### src/rtl/skein_pkg.sv
// rtl/skein_pkg.sv - Threefish round constants, permutations and FSM encoding
package skein_pkg;

    localparam int WORD_W = 64;

    typedef enum logic [1:0] {
        ST_IDLE = 2'd0,
        ST_RUN  = 2'd1,
        ST_DONE = 2'd2
    } fsm_t;

    localparam logic [5:0] ROT4 [8][2] = '{
        '{6'd14, 6'd16}, '{6'd52, 6'd57}, '{6'd23, 6'd40}, '{6'd5,  6'd37},
        '{6'd25, 6'd33}, '{6'd46, 6'd12}, '{6'd58, 6'd22}, '{6'd32, 6'd32}
    };

    localparam logic [5:0] ROT8 [8][4] = '{
        '{6'd46, 6'd36, 6'd19, 6'd37},
        '{6'd33, 6'd27, 6'd14, 6'd42},
        '{6'd17, 6'd49, 6'd36, 6'd39},
        '{6'd44, 6'd9,  6'd54, 6'd56},
        '{6'd39, 6'd30, 6'd34, 6'd24},
        '{6'd13, 6'd50, 6'd10, 6'd17},
        '{6'd25, 6'd29, 6'd39, 6'd43},
        '{6'd8,  6'd35, 6'd56, 6'd22}
    };

    localparam int PERM4 [4] = '{0, 3, 2, 1};
    localparam int PERM8 [8] = '{2, 1, 4, 7, 6, 5, 0, 3};

    // Masked indices keep the unused table branch in range at elaboration.
    function automatic int perm(input int nw, input int i);
        return (nw == 8) ? PERM8[i & 7] : PERM4[i & 3];
    endfunction

    function automatic logic [5:0] rot_amt(input int nw, input logic [2:0] d, input int j);
        return (nw == 8) ? ROT8[d][j & 3] : ROT4[d][j & 1];
    endfunction

endpackage

### src/rtl/skein_mix_unit.sv
// rtl/skein_mix_unit.sv - combinational Threefish MIX and inverse MIX
module skein_mix_unit
    import skein_pkg::*;
(
    input  logic [WORD_W-1:0] x0,
    input  logic [WORD_W-1:0] x1,
    input  logic [5:0]        rot,
    input  logic              dec,
    output logic [WORD_W-1:0] y0,
    output logic [WORD_W-1:0] y1
);

    logic [WORD_W-1:0]   fwd_sum;
    logic [WORD_W-1:0]   inv_xor;
    logic [2*WORD_W-1:0] rotl_dbl;
    logic [2*WORD_W-1:0] rotr_dbl;

    // Rotations as shifts of a doubled word, so rot=0 needs no special case.
    assign fwd_sum  = x0 + x1;
    assign rotl_dbl = {x1, x1} << rot;
    assign inv_xor  = x1 ^ x0;
    assign rotr_dbl = {inv_xor, inv_xor} >> rot;

    always_comb begin
        y0 = fwd_sum;
        y1 = rotl_dbl[2*WORD_W-1:WORD_W] ^ fwd_sum;
        if (dec) begin
            y1 = rotr_dbl[WORD_W-1:0];
            y0 = x0 - rotr_dbl[WORD_W-1:0];
        end
    end

endmodule

### src/rtl/skein_round_engine.sv
// rtl/skein_round_engine.sv - iterative Threefish round engine, one round per clock
module skein_round_engine
    import skein_pkg::*;
#(
    parameter int NW = 4,
    parameter int NR = 4
)(
    input  logic               clk,
    input  logic               rst,
    input  logic               in_valid,
    output logic               in_ready,
    input  logic               in_dec,
    input  logic [2:0]         in_rnd,
    input  logic [64*NW-1:0]   in_state,
    output logic               out_valid,
    input  logic               out_ready,
    output logic [64*NW-1:0]   out_state,
    output logic               busy
);

    fsm_t              state, state_nxt;
    logic [7:0]        k;
    logic [2:0]        d;
    logic              dec;
    logic              last_round;

    logic [WORD_W-1:0] words  [NW];
    logic [WORD_W-1:0] unperm [NW];
    logic [WORD_W-1:0] mixed  [NW];
    logic [WORD_W-1:0] next_w [NW];

    assign in_ready   = (state == ST_IDLE);
    assign out_valid  = (state == ST_DONE);
    assign busy       = (state != ST_IDLE);
    assign last_round = (k == 8'(NR - 1));

    always_ff @(posedge clk) begin
        if (rst) state <= ST_IDLE;
        else     state <= state_nxt;
    end

    always_comb begin
        state_nxt = state;
        case (state)
            ST_IDLE: if (in_valid)   state_nxt = ST_RUN;
            ST_RUN:  if (last_round) state_nxt = ST_DONE;
            ST_DONE: if (out_ready)  state_nxt = ST_IDLE;
            default: state_nxt = ST_IDLE;
        endcase
    end

    always_ff @(posedge clk) begin
        if (rst) begin
            for (int i = 0; i < NW; i++) words[i] <= '0;
            k   <= '0;
            d   <= '0;
            dec <= 1'b0;
        end else if (state == ST_IDLE && in_valid) begin
            for (int i = 0; i < NW; i++) words[i] <= in_state[64*i +: 64];
            k   <= '0;
            d   <= in_rnd;
            dec <= in_dec;
        end else if (state == ST_RUN) begin
            for (int i = 0; i < NW; i++) words[i] <= next_w[i];
            k   <= k + 8'd1;
            d   <= dec ? d - 3'd1 : d + 3'd1;
        end
    end

    // Forward rounds mix then permute; inverse rounds unpermute then unmix.
    for (genvar i = 0; i < NW; i++) begin : g_perm
        localparam int PI = perm(NW, i);
        assign unperm[PI]  = words[i];
        assign next_w[i]   = dec ? mixed[i] : mixed[PI];
        assign out_state[64*i +: 64] = words[i];
    end

    for (genvar j = 0; j < NW/2; j++) begin : g_mix
        skein_mix_unit u_mix (
            .x0  (dec ? unperm[2*j]   : words[2*j]),
            .x1  (dec ? unperm[2*j+1] : words[2*j+1]),
            .rot (rot_amt(NW, d, j)),
            .dec (dec),
            .y0  (mixed[2*j]),
            .y1  (mixed[2*j+1])
        );
    end

endmodule

### config.mk
export PLATFORM = sky130hd
export DESIGN_NAME = skein_round_engine
export DESIGN_NICKNAME = d
export VERILOG_FILES = /design/src/rtl/skein_pkg.sv /design/src/rtl/skein_mix_unit.sv /design/src/rtl/skein_round_engine.sv
export SDC_FILE = /design/constraint.sdc
export NUM_CORES = 2
export LEC_CHECK = 0
export BUFFER_PORTS_ARGS = -buffer_cell sky130_fd_sc_hd__buf_2
export CORE_MARGIN = 2
export CORE_UTILIZATION = 60
export CTS_CLUSTER_SIZE = 25
export DETAILED_ROUTE_END_ITERATION = 6
export GPL_ROUTABILITY_DRIVEN = 0
export PLACE_DENSITY = 0.89
export SLEW_MARGIN = 10
export SYNTH_ARGS = -nofsm -noshare
export SYNTH_HDL_FRONTEND = slang
export SYNTH_HIERARCHICAL = 1
export SYNTH_SLANG_ARGS = --single-unit
### constraint.sdc
create_clock -name clk -period 9.6 [get_ports clk]
set_input_delay 0.96 -clock clk [delete_from_list [all_inputs] [get_ports clk]]
set_output_delay 0.96 -clock clk [all_outputs]
set_load 0.005 [all_outputs]
==> out/qor.txt, run 1 <==
Status: did not finish
Failing step: global routing (5_1_grt)
Tool Error: [ERROR GRT-0116] Global routing finished with congestion. Check the congestion regions in the DRC Viewer.
Hold buffer count at CTS: 0
Die W: 312 um
Synth warnings: 6
CTS Buf Count: 34
Initial Util: 60.2%
Synth Flop Type: edfxtp_1
Syn Nets: 6844
Post-synthesis sequential area ratio: 14.0%
Top Ports: 523
Maximum root-to-sink buffer count: 3
Post-cts resize count: 0
Fraction of registers with async set/reset: 0%
Post-Syn Area per Cell: 8.91 um2
First-pass GRT wire length: 451000 um
GRT Total Usage: 62.8%
Pin count of the biggest net entering global routing: 126
CTS sink cnt: 270
DP Wirelength: 209000 um
Postcts setup bufs: 0
Syn Inst Count: 6392
Congestion Overflow GR: 75
Synthesized area: 0.0570 mm2
Number of global-route vias before repair: 64600
H-tree depth: 2
EDFF count, synth: 256
Seq cells post-synth: 270
Root Driver: clkbuf_16
PortBufs: 522
Die Ht: 312 um
Yosys cell types: 138
Row count: 113
## synth_stat cells (82+ instances only)
cell | number | area share [%]
a21o_1 | 123 | 1.6
a21oi_1 | 336 | 3.0
a22o_1 | 143 | 2.2
buf_1 | 82 | 0.54
buf_2 | 140 | 1.2
clkbuf_1 | 284 | 1.9
edfxtp_1 | 256 | 13
ha_1 | 183 | 4.0
inv_1 | 115 | 0.76
mux2_2 | 258 | 5.1
mux2i_1 | 400 | 7.0
mux4_2 | 512 | 20
nand2_1 | 886 | 5.8
nand3_1 | 85 | 0.75
nor2_1 | 373 | 2.5
o21ai_0 | 483 | 4.2
xnor2_1 | 233 | 3.6
xor2_1 | 164 | 2.5
## per-stage QoR
step | setup WS (ps) | cell area [um2] | std cells
floorplan | 1880 | 57000 | 6392
global placement | 1280 | 59500 | 7717
detailed placement | 1010 | 59500 | 7717
CTS | 996 | 60600 | 7777
## per-layer routing
metal  GRT overflow  GRT usage (%)
met5              0           31.1
met1              0           61.0
met4             35           58.1
met3              4           52.3
met2             36           78.3
## cells by family after synthesis
group,count (synthesis),share of synthesized area [%]
compound gates,1744,20.6
xor+xnor,417,6.82
fa+ha+maj,261,5.49
buf+inv,698,5.70
flops,270,14.0
mux,1205,33.2
simple gates,1797,14.2
==> inputs of run 2 (changes only) <==
--- a/config.mk
+++ b/config.mk
@@ -7,11 +7,10 @@
 export LEC_CHECK = 0
 export BUFFER_PORTS_ARGS = -buffer_cell sky130_fd_sc_hd__buf_2
 export CORE_MARGIN = 2
-export CORE_UTILIZATION = 60
-export CTS_CLUSTER_SIZE = 25
+export CORE_UTILIZATION = 40
 export DETAILED_ROUTE_END_ITERATION = 6
 export GPL_ROUTABILITY_DRIVEN = 0
-export PLACE_DENSITY = 0.89
+export PLACE_DENSITY_LB_ADDON = 0.15
 export SLEW_MARGIN = 10
 export SYNTH_ARGS = -nofsm -noshare
 export SYNTH_HDL_FRONTEND = slang
==> run 2 against run 1 <==
The flow now finishes, with violations (design-rule violations); synthesized cell count unchanged; synthesized area unchanged.
==> out/qor.txt, run 2 <==
Congestion Overflow GR: 0
Worst vdd ir: 0.000169 V
Worst Hold Class: register to register
Worst Hold End: k[1]
Setup ws final: 785 ps
CTS sink cnt: 270
DRT Wirelength: 309000 um
Area grow syn2layout: 9.24%
Maximum root-to-sink buffer count: 3
Crit path max-delay family: compound AO/OA/AOI/OAI gates
R2R cell count: 27
Status: complete, but fails checks
Post-synthesis sequential area ratio: 14.0%
Normalized max-slew margin: 8.63%
Share of power burned in registers: 8.4%
Final std cells w/o fill: 8494
Count leader, synth: nand2_1
FF-to-FF End: words[0][54]
Cell area after placement: 0.0609 mm2
RSZ-0062 raised after global routing: no
Setup Viol. Count Final: 0
Nets: 7021
Post-Syn Area per Cell: 8.91 um2
Required time worst endpoint: 9970 ps
Final hold violations: 0
Row count: 138
Register clock-pin slew on the reported worst setup and hold paths: 60 ps
CTS tree: yes
Clock share of power: 5.6%
Post-route minimum period: 8820 ps
Most common cell after layout, fill and taps aside: nand2_1
Final Max Tran Viols: 0
Number of global-route vias before repair: 54600
Yosys top cell by area: mux4_2
Worst Max-Slew Pin Slew: 1360 ps
CP most frequent cell: nand2_1
Number of remaining DRC errors: 105
Nature of the critical path endpoint: register
Synth Flop Type: edfxtp_1
Post-cts resize count: 0
Die Ht: 381 um
Die W: 381 um
Switching share of total power: 60.6%
Drt pass-1 iters: 7
Pre-CTS setup slack: 1050 ps
Critical path's largest stage delay: 970 ps
Final Core Density: 44.0%
Final ANT Viol Nets: 0
Via count: 60200
Synth warnings: 6
Postcts setup bufs: 0
P_int: 10.5 mW
Synthesized area: 0.0570 mm2
Psw: 16.1 mW
Failing checks: design-rule violations
Commonest cells in the netlist: 886 x nand2_1, 512 x mux4_2, 483 x o21ai_0
Slowest cell on the critical path: o21bai_1
Reg with most FFs: words
Core area: 0.141 mm2
Critical path class: register to register
Routed WL per cell: 36.3 um
DP Wirelength: 245000 um
FF-to-FF setup slack: 780 ps
Top Ports: 523
Yosys top cell area share: 20.2%
Initial DRC Count: 9670
CTS Buf Count: 37
Tcrit/Tclk final: 91.8%
Critical Path Fanout Max: 37
Max Fclk: 113 MHz
Syn Inst Count: 6392
EDFF count, synth: 256
Ratio of cells with drive above 1 in the final layout: 26.1%
Root Driver: clkbuf_16
H-tree depth: 2
Pin count of the biggest net entering global routing: 127
Die Area: 0.145 mm2
Start point of the worst hold path: k[1]
WHS Path Cells: 2
Sum Neg Setup Slack: 0 ps
Cell Pwr Density: 427 mW/mm2
PnR Total Power: 26.6 mW
Clock skew: 44.4 ps
Syn Nets: 6844
PortBufs: 522
Initial Util: 40.3%
Via/cell ratio: 7.09
First-pass GRT wire length: 423000 um
GRT Total Usage: 40.5%
Largest register FFs: 256
R2r startpoint: d[0]
P_leak: 25.1 nW
Yosys cell types: 138
Post-route cell area: 0.0622 mm2
Fraction of registers with async set/reset: 0%
Hold buffer count at CTS: 0
Worst-skew pair later-pin latency: 660 ps
Seq cells post-synth: 270
Critical Path Start Type: register
Dpl cells: 8418
Worst path bufs/invs: 3
Top Registers: words (256), k (8), d (3)
Initial antenna violation count: 10
Synth top area cells: mux4_2 20%, edfxtp_1 13%, mux2i_1 7.0%, nand2_1 5.8%, mux2_2 5.1%
Most frequent cells in the layout: 885 x nand2_1, 522 x buf_2, 512 x mux4_2, 472 x o21ai_0, 400 x mux2i_1
Comb pwr share: 86.0%
CP arrival: 9190 ps
Hold_ws: 485 ps
Max-Cap Viols: 0
-- run 2: cell counts after synthesis --
No cell type changed its count.
-- run 2: power by group through the flow --
stage	sequential, mW	combinational (mW)	clock, mW
floorplan	1.88	13.8	0
global placement	2.21	21.3	0
global route	2.20	23.3	1.55
finish	2.22	22.8	1.50
CTS	2.18	21.4	1.52
detailed placement	2.20	21.3	0
-- run 2: how the worst max path moves through the flow --
stage | start | endpoint | slack (ps) | cells past startpoint
final | d[0] | words[0][54] | 780 | 27
after global routing | dec | words[0][60] | 570 | 27
after CTS | dec | words[0][54] | 1010 | 27
after detailed placement | dec | words[0][54] | 1050 | 27
after global placement | dec | words[0][54] | 1120 | 27
after floorplan | d[0] | words[2][53] | 1880 | 30
-- run 2: cell type report --
cell class	count	area, um2
inverters	124	479
diodes	8	20.0
fillers	14000	79200
multi-input cells	5424	45900
flip-flops and latches	270	7970
clock inverters	22	233
well taps	1890	2360
clock buffers	44	1000
repair buffers	712	4230
-- run 2: per-layer routing --
metal,vias up,share of wire [%],GRT usage [%]
met5,-,0.040,1.03
met4,10,9.1,28.3
met3,1157,15,17.3
met2,4741,42,59.9
met1,29400,34,47.0
li1,24900,-,-
-- run 2: logic make-up (layout without fill, tap and decap cells) --
kind of cell             Yosys count  in the layout  synth area share (%)
flip-flops                       270            270                  14.0
AND/OR/NAND/NOR                 1797           1797                  14.2
buffers and inverters            698            902                  5.70
adder cells (fa/ha/maj)          261            261                  5.49
AO/OA/AOI/OAI                   1744           1744                  20.6
multiplexers                    1205           1205                  33.2
XOR/XNOR                         417            417                  6.82
other                              0              8                     0
-- run 2: tightest hold or removal path: stages (launching register included) --
cell and delay (ps):
dfxtp_1 320, nand2_1 60, a21oi_1 50
(Power assumes the default switching activity.)
